$ cat src/rtl/control_unit.sv
// control_unit: Moore main-control FSM for a multicycle RV32I-style datapath
module control_unit (
    input  logic        clk,
    input  logic        rst,
    input  logic [31:0] instruction,
    output logic        PCWriteCond,
    output logic        PCWrite,
    output logic        RegWrite,
    output logic        MemRead,
    output logic        MemWrite,
    output logic        IRWrite,
    output logic        MemtoReg,
    output logic        IorD,
    output logic [1:0]  ALUSrcB,
    output logic        ALUSrcA,
    output logic [1:0]  PCSource,
    output logic        RegDst,
    output logic [1:0]  ALUOp
);
    typedef enum logic [3:0] {
        FETCH     = 4'd0,
        DECODE    = 4'd1,
        R_EXEC    = 4'd2,
        I_EXEC    = 4'd3,
        U_EXEC    = 4'd4,
        ALU_WB    = 4'd5,
        MEM_ADDR  = 4'd6,
        MEM_READ  = 4'd7,
        LOAD_WB   = 4'd8,
        MEM_WRITE = 4'd9,
        BRANCH    = 4'd10,
        JUMP      = 4'd11
    } state_t;

    localparam logic [6:0] OP_R     = 7'b0110011;
    localparam logic [6:0] OP_I     = 7'b0010011;
    localparam logic [6:0] OP_LOAD  = 7'b0000011;
    localparam logic [6:0] OP_STORE = 7'b0100011;
    localparam logic [6:0] OP_BR    = 7'b1100011;
    localparam logic [6:0] OP_JAL   = 7'b1101111;
    localparam logic [6:0] OP_LUI   = 7'b0110111;
    localparam logic [6:0] OP_AUIPC = 7'b0010111;

    state_t     state_q, state_d;
    logic [6:0] opcode;
    logic       unused_bits;

    assign opcode      = instruction[6:0];
    assign unused_bits = ^instruction[31:7];

    // state register; reset aborts any instruction in flight and restarts at FETCH
    always_ff @(posedge clk or posedge rst) begin
        if (rst) state_q <= FETCH;
        else     state_q <= state_d;
    end

    // next-state: opcode dispatch in DECODE, load/store split re-read in MEM_ADDR
    always_comb begin
        state_d = FETCH;
        case (state_q)
            FETCH:    state_d = DECODE;
            DECODE: begin
                case (opcode)
                    OP_R:              state_d = R_EXEC;
                    OP_I:              state_d = I_EXEC;
                    OP_LOAD, OP_STORE: state_d = MEM_ADDR;
                    OP_BR:             state_d = BRANCH;
                    OP_JAL:            state_d = JUMP;
                    OP_LUI, OP_AUIPC:  state_d = U_EXEC;
                    default:           state_d = FETCH;
                endcase
            end
            R_EXEC, I_EXEC, U_EXEC: state_d = ALU_WB;
            MEM_ADDR: state_d = (opcode == OP_LOAD)  ? MEM_READ :
                                (opcode == OP_STORE) ? MEM_WRITE : FETCH;
            MEM_READ: state_d = LOAD_WB;
            default:  state_d = FETCH;
        endcase
    end

    // Moore outputs decoded from the state alone; anything not driven stays 0
    always_comb begin
        PCWriteCond = 1'b0;
        PCWrite     = 1'b0;
        RegWrite    = 1'b0;
        MemRead     = 1'b0;
        MemWrite    = 1'b0;
        IRWrite     = 1'b0;
        MemtoReg    = 1'b0;
        IorD        = 1'b0;
        ALUSrcB     = 2'b00;
        ALUSrcA     = 1'b0;
        PCSource    = 2'b00;
        RegDst      = 1'b0;
        ALUOp       = 2'b00;
        case (state_q)
            FETCH: begin
                MemRead = 1'b1;
                IRWrite = 1'b1;
                ALUSrcB = 2'b01;
                PCWrite = 1'b1;
            end
            DECODE:    ALUSrcB = 2'b11;
            R_EXEC: begin
                ALUSrcA = 1'b1;
                ALUOp   = 2'b10;
            end
            I_EXEC: begin
                ALUSrcA = 1'b1;
                ALUSrcB = 2'b10;
                ALUOp   = 2'b10;
            end
            U_EXEC: begin
                ALUSrcB = 2'b10;
                ALUOp   = 2'b11;
            end
            ALU_WB: begin
                RegDst   = 1'b1;
                RegWrite = 1'b1;
            end
            MEM_ADDR: begin
                ALUSrcA = 1'b1;
                ALUSrcB = 2'b10;
            end
            MEM_READ: begin
                MemRead = 1'b1;
                IorD    = 1'b1;
            end
            LOAD_WB: begin
                RegWrite = 1'b1;
                MemtoReg = 1'b1;
            end
            MEM_WRITE: begin
                MemWrite = 1'b1;
                IorD     = 1'b1;
            end
            BRANCH: begin
                ALUSrcA     = 1'b1;
                ALUOp       = 2'b01;
                PCWriteCond = 1'b1;
                PCSource    = 2'b01;
            end
            JUMP: begin
                PCWrite  = 1'b1;
                PCSource = 2'b10;
            end
            default: ;
        endcase
    end
endmodule

$ cat config.mk
export PLATFORM = sky130hd
export DESIGN_NAME = control_unit
export DESIGN_NICKNAME = d
export VERILOG_FILES = /design/src/rtl/control_unit.sv
export SDC_FILE = /design/constraint.sdc
export NUM_CORES = 1
export LEC_CHECK = 0
export ABC_AREA = 1
export CAP_MARGIN = 20
export CORE_UTILIZATION = 25
export CTS_BUF_LIST = sky130_fd_sc_hd__clkbuf_4 sky130_fd_sc_hd__clkbuf_8 sky130_fd_sc_hd__clkbuf_16
export CTS_CLUSTER_DIAMETER = 120
export DETAILED_ROUTE_END_ITERATION = 7
export GPL_ROUTABILITY_DRIVEN = 0
export MAX_ROUTING_LAYER = met4
export PLACE_DENSITY = 0.76
export REMOVE_ABC_BUFFERS = 1
export SYNTH_ARGS = -nofsm -noshare
export SYNTH_HDL_FRONTEND = slang
export SYNTH_SLANG_ARGS = --single-unit
export TNS_END_PERCENT = 20
$ cat constraint.sdc
create_clock -name clk -period 2.9 [get_ports clk]
set_input_delay 0.58 -clock clk [delete_from_list [all_inputs] [get_ports clk]]
set_output_delay 0.58 -clock clk [all_outputs]
set_load 0.03 [all_outputs]
==> results.sh, run 1 <==
export IMPL_outcome="finished clean"
export IMPL_p_leak_nw=0.384
export IMPL_first_iter_violations=7
export IMPL_post_cts_buffers=0
export IMPL_cts_buffers_inserted=3
export IMPL_setup_viol_count_final=0
export IMPL_path_cells="nor2_2 > inv_1 > nor2_2 > inv_1 > o21ai_1 > clkdlybuf4s50_1"
export IMPL_synthMuxAreaShare=0
export IMPL_synth_compound_area_frac=0.115
export IMPL_intPower_w=0.000237
export IMPL_max_stage_delay_ps=680
export IMPL_drive_gt1_frac=0.151
export IMPL_dieArea_um2=2050
export IMPL_min_path_type="primary input to asynchronous set/reset pin"
export IMPL_reg2reg_from="state_q[2]"
export IMPL_port_buffers=24
export IMPL_dp_hpwl_um=950
export IMPL_cts_buffer_depth=2
export IMPL_gr_total_overflow=0
export IMPL_pwr_share_clk=0.146
export IMPL_largest_reg_flops=4
export IMPL_endpoint_kind="output port"
export IMPL_wirelength_mm=1.13
export IMPL_cts_sinks=4
export IMPL_hold_ws_ps=519
export IMPL_rsz0062_at_grt="no"
export IMPL_insertion_delay_ps=240
export IMPL_cts_root_buffer="clkbuf_4"
export IMPL_ys_warn_count=0
export IMPL_vias=577
export IMPL_r2r_end="state_q[3]"
export IMPL_combPwrFrac=0.677
export IMPL_path_class="register to output port"
export IMPL_start_kind="register"
export IMPL_antenna_cells=0
export IMPL_grtUsageMet2=0.246
export IMPL_layout_common_cells="24 x clkdlybuf4s50_1, 22 x nand2_1, 13 x nor2_1, 11 x inv_1, 7 x nand3_1"
export IMPL_routed_via_density=4.40
export IMPL_tns_ps=0
export IMPL_crit_end="PCWrite"
export IMPL_clkTransAtPathRegs_ps=40
export IMPL_synth_seq_cells=4
export IMPL_drc=0
export IMPL_die_y_um=45.3
export IMPL_instances_no_fill=131
export IMPL_grt_pass1_wl_mm=1.93
export IMPL_synth_xor_area_frac=0
export IMPL_power_switching_w=0.000239
export IMPL_drv_slew=0
export IMPL_critPathRequiredTime_ps=2320
export IMPL_r2r_cells=5
export IMPL_power_w=0.000476
export IMPL_antenna_found_initial=0
export IMPL_synth_area_leaders="dfrtp_1 21%, nand2_1 18%, nor2_1 10%"
export IMPL_drt_pass1_iterations=4
export IMPL_critPathTopFamily="buffers and inverters"
export IMPL_ir_drop_v=0.000285
export IMPL_cts_tree="yes"
export IMPL_path_depth=6
export IMPL_track_usage=0.136
export IMPL_cpMaxStageDelayCell="clkdlybuf4s50_1"
export IMPL_grtUsageMet1=0.136
export IMPL_core_region_area_um2=1750
export IMPL_use_met3=0.0240
export IMPL_syn_to_final_growth_pct=61.1
export IMPL_ant_nets=0
export IMPL_cp_max_fo=3
export IMPL_largest_register="state_q"
export IMPL_holdBufCountCts=0
export IMPL_synthesis_area_um2=469
export IMPL_power_density_nw_per_um2=629
export IMPL_ios=50
export IMPL_rrSetupSlack_ps=1740
export IMPL_initial_core_util=0.269
export IMPL_postSynthCellCount=80
export IMPL_rows=15
export IMPL_crit_buf_inv=3
export IMPL_dp_cells=128
export IMPL_h_tree_depth=1
export IMPL_grt_pass1_vias=510
export IMPL_swShare=0.502
export IMPL_routedWlPerCell_um=8.61
export IMPL_ys_seq_area_frac=0.213
export IMPL_synth_top_area_share=0.213
export IMPL_synthDistinctLibCells=18
export IMPL_period_needed_ps=2510
export IMPL_cp_arrival_ps=1930
export IMPL_busiest_layer="met2"
export IMPL_tightest_slew_ps=323
export IMPL_final_common_cell="clkdlybuf4s50_1"
export IMPL_nets=142
export IMPL_period_share=0.864
export IMPL_synth_fa_ha_area_frac=0
export IMPL_synth_simple_area_share=0.552
export IMPL_synth_top_family_by_area="simple AND/OR/NAND/NOR gates"
export IMPL_crit_path_start="state_q[2]"
export IMPL_fillers=188
export IMPL_max_freq_ghz=0.399
export IMPL_max_cap_violations=0
export IMPL_finalHoldViolCount=0
export IMPL_grt_max_degree=9
export IMPL_slew_headroom=0.784
export IMPL_syn_area_per_cell_um2=5.87
export IMPL_top_regs="state_q (4)"
export IMPL_synth_top_area_cell="dfrtp_1"
export IMPL_die_x_um=45.3
export IMPL_skew_ps=2.42
export IMPL_cts_resized=0
export IMPL_pwr_share_seq=0.177
==> per-layer routing <==
layer  wire length [µm]  part of all wire
met1                446              0.40
met2                602              0.53
met3                 54             0.048
met4                 24             0.021
met5                  0                 0
==> worst reg2reg max path: cells and delay by family (launching register included) <==
family | cells | cell delay [ps]
buffers and inverters | 1 | 90
and+or+nand+nor | 4 | 590
DFF | 1 | 420
==> worst min-delay path by stage <==
stage,startpoint,to,slack [ps]
floorplan,rst,state_q[0],350
global placement,state_q[1],state_q[3],720
detailed placement,state_q[1],state_q[3],730
CTS,rst,state_q[2],530
global route,rst,state_q[3],530
finish,rst,state_q[2],520
==> cell families after synthesis <==
kind of cell / after synthesis
AO/OA/AOI/OAI: 9
buffers and inverters: 14
flip-flops: 4
AND/OR/NAND/NOR: 53
==> synth_stat cells (all sizes together) <==
cell and instances:
or2 1, buf 1, dfrtp 4, o22ai 1, o21ai 6, a21oi 2, nand4 1, nor3 1
nand2 23, nor2 19, nand3 8, inv 13
==> area by class of cell <==
type	count	area [µm²]	share of cell area
Clock buffer	3	22.5	0.0298
Inverter	13	48.8	0.0646
Multi-Input combinational cell	62	313	0.414
Sequential cell	4	100	0.132
Tap cell	25	31.3	0.0414
Timing Repair Buffer	24	240	0.318
==> power by group through the flow <==
stage                     Combinational [W]  Sequential, W  Clock (W)
after CTS                          0.000325      0.0000839  0.0000707
after floorplan                    0.000202      0.0000811          0
after detailed placement           0.000323      0.0000846          0
final                              0.000322      0.0000841  0.0000695
after global placement             0.000320      0.0000835          0
after global routing               0.000346      0.0000866  0.0000740
==> stage by stage <==
step / area [µm²] / setup WS (ps) / utilization
global placement: 733 / 638 / 0.420
CTS: 756 / 383 / 0.433
detailed placement: 733 / 639 / 0.420
floorplan: 462 / 777 / -
global route: 756 / 305 / 0.433
finish: 756 / 394 / 0.433
No activity file was read; power rests on OpenSTA's default activity.
==> run 2: changes to the inputs <==
--- a/config.mk
+++ b/config.mk
@@ -8,12 +8,11 @@
 export ABC_AREA = 1
 export CAP_MARGIN = 20
 export CORE_UTILIZATION = 25
-export CTS_BUF_LIST = sky130_fd_sc_hd__clkbuf_4 sky130_fd_sc_hd__clkbuf_8 sky130_fd_sc_hd__clkbuf_16
-export CTS_CLUSTER_DIAMETER = 120
+export CTS_CLUSTER_DIAMETER = 30
 export DETAILED_ROUTE_END_ITERATION = 7
 export GPL_ROUTABILITY_DRIVEN = 0
 export MAX_ROUTING_LAYER = met4
-export PLACE_DENSITY = 0.76
+export PLACE_DENSITY = 0.82
 export REMOVE_ABC_BUFFERS = 1
 export SYNTH_ARGS = -nofsm -noshare
 export SYNTH_HDL_FRONTEND = slang
==> run 2 against run 1 <==
Compared with the run above: worst hold slack got worse by 7.0 ps; combinational power about the same; highest routed layer unchanged; global-route usage down 1.2 points; critical endpoint unchanged; die area did not move.
==> results.sh, run 2 (synthesis gave the netlist of run 1 again) <==
export IMPL_drt_pass1_iterations=3
export IMPL_largest_register="state_q"
export IMPL_fillers=191
export IMPL_critPathTopFamily="buffers and inverters"
export IMPL_slew_headroom=0.790
export IMPL_dieArea_um2=2050
export IMPL_cts_tree="yes"
export IMPL_rsz0062_at_grt="no"
export IMPL_pwr_share_clk=0.149
export IMPL_layout_common_cells="24 x clkdlybuf4s50_1, 22 x nand2_1, 13 x nor2_1, 11 x inv_1, 7 x nand3_1"
export IMPL_multi_input_area_um2=313
export IMPL_h_tree_depth=1
export IMPL_drive_gt1_frac=0.151
export IMPL_port_buffers=24
export IMPL_cts_resized=0
export IMPL_initial_core_util=0.269
export IMPL_cpMaxStageDelayCell="clkdlybuf4s50_1"
export IMPL_swShare=0.501
export IMPL_dp_cells=128
export IMPL_die_y_um=45.3
export IMPL_crit_buf_inv=3
export IMPL_power_switching_w=0.000238
export IMPL_period_needed_ps=2500
export IMPL_seq_area_um2=100
export IMPL_routed_via_density=4.32
export IMPL_largest_reg_flops=4
export IMPL_p_leak_nw=0.384
export IMPL_pwr_share_seq=0.176
export IMPL_rows=15
export IMPL_max_cap_violations=0
export IMPL_cts_sinks=4
export IMPL_grt_max_degree=9
export IMPL_min_path_type="primary input to asynchronous set/reset pin"
export IMPL_nets=142
export IMPL_routedWlPerCell_um=8.15
export IMPL_wirelength_mm=1.07
export IMPL_cp_arrival_ps=1920
export IMPL_gr_total_overflow=0
export IMPL_dp_slack_ps=657
export IMPL_clkTransAtPathRegs_ps=40
export IMPL_max_freq_ghz=0.400
export IMPL_finalHoldViolCount=0
export IMPL_ant_nets=0
export IMPL_top_regs="state_q (4)"
export IMPL_combPwrFrac=0.675
export IMPL_ir_drop_v=0.000275
export IMPL_setup_viol_count_final=0
export IMPL_intPower_w=0.000237
export IMPL_path_cells="nor2_2 > inv_1 > nor2_2 > inv_1 > o21ai_1 > clkdlybuf4s50_1"
export IMPL_tns_ps=0
export IMPL_fin_ws_ps=400
export IMPL_tightest_slew_ps=314
export IMPL_cp_max_fo=3
export IMPL_cts_buffer_depth=2
export IMPL_antenna_found_initial=0
export IMPL_post_cts_buffers=0
export IMPL_drc=0
export IMPL_instances_no_fill=131
export IMPL_ios=50
export IMPL_period_share=0.862
export IMPL_drv_slew=0
export IMPL_core_region_area_um2=1750
export IMPL_grt_pass1_wl_mm=1.74
export IMPL_track_usage=0.124
export IMPL_cts_buffers_inserted=3
export IMPL_max_stage_delay_ps=680
export IMPL_insertion_delay_ps=240
export IMPL_outcome="finished clean"
export IMPL_grt_pass1_vias=472
export IMPL_first_iter_violations=8
export IMPL_final_common_cell="clkdlybuf4s50_1"
export IMPL_power_density_nw_per_um2=628
export IMPL_cts_root_buffer="clkbuf_4"
export IMPL_die_x_um=45.3
export IMPL_holdBufCountCts=0
export IMPL_vias=566
export IMPL_path_class="register to output port"
export IMPL_endpoint_kind="output port"
export IMPL_antenna_cells=0
export IMPL_critPathRequiredTime_ps=2320
export IMPL_dp_hpwl_um=930
export IMPL_skew_ps=5.83
export IMPL_start_kind="register"
export IMPL_syn_to_final_growth_pct=61.1
[run 2: per-stage QoR]
stage	hold WS, ps	util	area [µm²]	total power, W
after floorplan	346	-	462	0.000283
after global placement	711	0.420	733	0.000401
after detailed placement	713	0.420	733	0.000405
after CTS	517	0.433	756	0.000476
after global routing	544	0.433	756	0.000501
final	512	0.433	756	0.000474
[run 2: area by class of cell]
type	instances	area share
multi-input cells	62	0.414
inverters	13	0.0646
clock buffers	3	0.0298
repair buffers	24	0.318
flip-flops and latches	4	0.132
well taps	25	0.0414
[run 2: final timing paths]
check | from | to | slack (ps) | depth (start not counted)
max | state_q[2] | PCWrite | 400 | 6
min in group clk | state_q[1] | state_q[3] | 730 | 2
max in group asynchronous | rst | state_q[3] | 2240 | 2
min reg2reg | state_q[1] | state_q[3] | 730 | 2
min | rst | state_q[1] | 510 | 2
max reg2reg | state_q[2] | state_q[3] | 1730 | 5
[run 2: worst reg2reg max path: cells and delay by family (launching register included)]
kind | cells | cell delay, ps
buffers and inverters | 1 | 100
DFF | 1 | 420
and+or+nand+nor | 4 | 590
[run 2: per-layer routing]
layer	track usage	up-vias	wire length, µm
li1	-	302	-
met1	0.130	244	464
met2	0.206	16	534
met3	0.0240	4	40
met4	0.0909	0	29
met5	-	-	0
[run 2: power groups by stage]
stage               Clock [W]  Combinational [W]  Sequential [W]
floorplan                   0           0.000202       0.0000811
global placement            0           0.000318       0.0000833
detailed placement          0           0.000321       0.0000841
CTS                 0.0000723           0.000321       0.0000832
global route        0.0000732           0.000342       0.0000862
finish              0.0000709           0.000320       0.0000836
==> run 3: changes to the inputs <==
--- a/config.mk
+++ b/config.mk
@@ -14,6 +14,7 @@
 export MAX_ROUTING_LAYER = met4
 export PLACE_DENSITY = 0.82
 export REMOVE_ABC_BUFFERS = 1
+export SETUP_SLACK_MARGIN = 0.5
 export SYNTH_ARGS = -nofsm -noshare
 export SYNTH_HDL_FRONTEND = slang
 export SYNTH_SLANG_ARGS = --single-unit
==> run 3 against run 2 <==
Compared with the run above: non-clock buffer count did not move; first-iteration DRC count unchanged; fmax is 1.0% higher; worst setup slack improved by 25 ps; largest power group unchanged.
==> results.sh, run 3 (synthesis gave the netlist of run 1 again) <==
export IMPL_outcome="finished clean"
export IMPL_max_freq_ghz=0.404
export IMPL_grt_pass1_vias=472
export IMPL_syn_to_final_growth_pct=61.3
export IMPL_cts_root_buffer="clkbuf_4"
export IMPL_pwr_share_clk=0.152
export IMPL_cpMaxStageDelayCell="clkdlybuf4s50_1"
export IMPL_seq_area_um2=100
export IMPL_power_switching_w=0.000237
export IMPL_start_kind="register"
export IMPL_grt_max_degree=9
export IMPL_period_share=0.853
export IMPL_swShare=0.508
export IMPL_antenna_found_initial=0
export IMPL_max_cap_violations=0
export IMPL_utilization=0.434
export IMPL_ios=50
export IMPL_initial_core_util=0.269
export IMPL_intPower_w=0.000229
export IMPL_cts_buffers_inserted=3
export IMPL_die_x_um=45.3
export IMPL_core_region_area_um2=1750
export IMPL_grt_pass1_wl_mm=1.74
export IMPL_slew_headroom=0.790
export IMPL_drt_pass1_iterations=3
export IMPL_max_stage_delay_ps=660
export IMPL_rsz0062_at_grt="yes"
export IMPL_dieArea_um2=2050
export IMPL_fillers=192
export IMPL_drc=0
export IMPL_insertion_delay_ps=240
export IMPL_largest_reg_flops=4
export IMPL_critPathRequiredTime_ps=2320
export IMPL_port_buffers=24
export IMPL_dp_hpwl_um=930
export IMPL_endpoint_kind="output port"
export IMPL_cp_max_fo=6
export IMPL_cts_buffer_depth=2
export IMPL_power_density_nw_per_um2=616
export IMPL_clkTransAtPathRegs_ps=40
export IMPL_routedWlPerCell_um=8.18
export IMPL_pwr_share_seq=0.179
export IMPL_power_w=0.000467
export IMPL_wirelength_mm=1.07
export IMPL_min_path_type="primary input to asynchronous set/reset pin"
export IMPL_combPwrFrac=0.669
export IMPL_holdBufCountCts=0
export IMPL_cts_tree="yes"
export IMPL_ant_nets=0
export IMPL_setup_viol_count_final=0
export IMPL_multi_input_area_um2=313
export IMPL_gr_total_overflow=0
export IMPL_ir_drop_v=0.000252
export IMPL_routed_via_density=4.32
export IMPL_post_cts_buffers=0
export IMPL_h_tree_depth=1
export IMPL_skew_ps=5.83
export IMPL_largest_register="state_q"
export IMPL_cts_sinks=4
export IMPL_path_class="register to output port"
export IMPL_finalHoldViolCount=0
export IMPL_antenna_cells=0
export IMPL_tns_ps=0
export IMPL_p_leak_nw=0.396
export IMPL_cts_resized=1
export IMPL_period_needed_ps=2470
export IMPL_layout_common_cells="22 x nand2_1, 22 x clkdlybuf4s50_1, 13 x nor2_1, 11 x inv_1, 7 x nand3_1"
export IMPL_top_regs="state_q (4)"
export IMPL_die_y_um=45.3
export IMPL_vias=566
export IMPL_first_iter_violations=8
export IMPL_rows=15
export IMPL_nets=142
export IMPL_drv_slew=0
export IMPL_drive_gt1_frac=0.151
export IMPL_tightest_slew_ps=314
export IMPL_track_usage=0.124
export IMPL_cp_arrival_ps=1890
export IMPL_path_cells="inv_2 > or2_4 > nor2_2 > nor2_1 > nand2_1 > clkdlybuf4s50_1"
-- run 3: changes by cell type in the layout (fill, tap and decap cells not counted) --
cell | before | now
dlymetal6s2s_1 | 0 | 1
dlygate4sd2_1 | 0 | 1
clkdlybuf4s50_1 | 24 | 22
-- run 3: worst paths after layout --
path,from,to,slack (ps),cells past startpoint
setup / recovery,state_q[1],ALUSrcA,430,6
max in group asynchronous,rst,state_q[3],2240,2
setup reg to reg,state_q[2],state_q[3],1730,5
hold reg to reg,state_q[1],state_q[3],730,2
min in group clk,state_q[1],state_q[3],730,2
hold / removal,rst,state_q[1],510,2
-- run 3: worst max-delay path: cells and delay by family, from the launching register on --
family / cells / cell delay, ps
flip-flops: 1 / 430
AND/OR/NAND/NOR: 4 / 500
buffers and inverters: 2 / 710
-- run 3: per-stage QoR --
step / area (µm²) / setup WS [ps] / hold slack, ps / std cells
6_report: 757 / 425 / 512 / 131
3_3_place_gp: 733 / 658 / 711 / 128
2_1_floorplan: 462 / 777 / 346 / 79
4_1_cts: 754 / 423 / 517 / 131
5_1_grt: 757 / 341 / 544 / 131
3_5_place_dp: 733 / 657 / 713 / 128
-- run 3: power by group through the flow --
stage                     Sequential [W]   Clock, W  Combinational (W)
after floorplan                0.0000811          0           0.000202
after global placement         0.0000833          0           0.000318
after global routing           0.0000862  0.0000732           0.000334
final                          0.0000835  0.0000709           0.000312
after CTS                      0.0000832  0.0000723           0.000315
after detailed placement       0.0000841          0           0.000321
-- run 3: routing by layer --
metal | share of wire | global-route usage
met1 | 0.43 | 0.130
met2 | 0.50 | 0.206
met3 | 0.039 | 0.0240
met4 | 0.027 | 0.0909
met5 | 0 | -
-- run 3: cell type report --
cell class	instances	share of cell area
Clock buffer	3	0.0298
Inverter	13	0.0645
Tap cell	25	0.0413
Sequential cell	4	0.132
Timing Repair Buffer	24	0.319
Multi-Input combinational cell	62	0.413
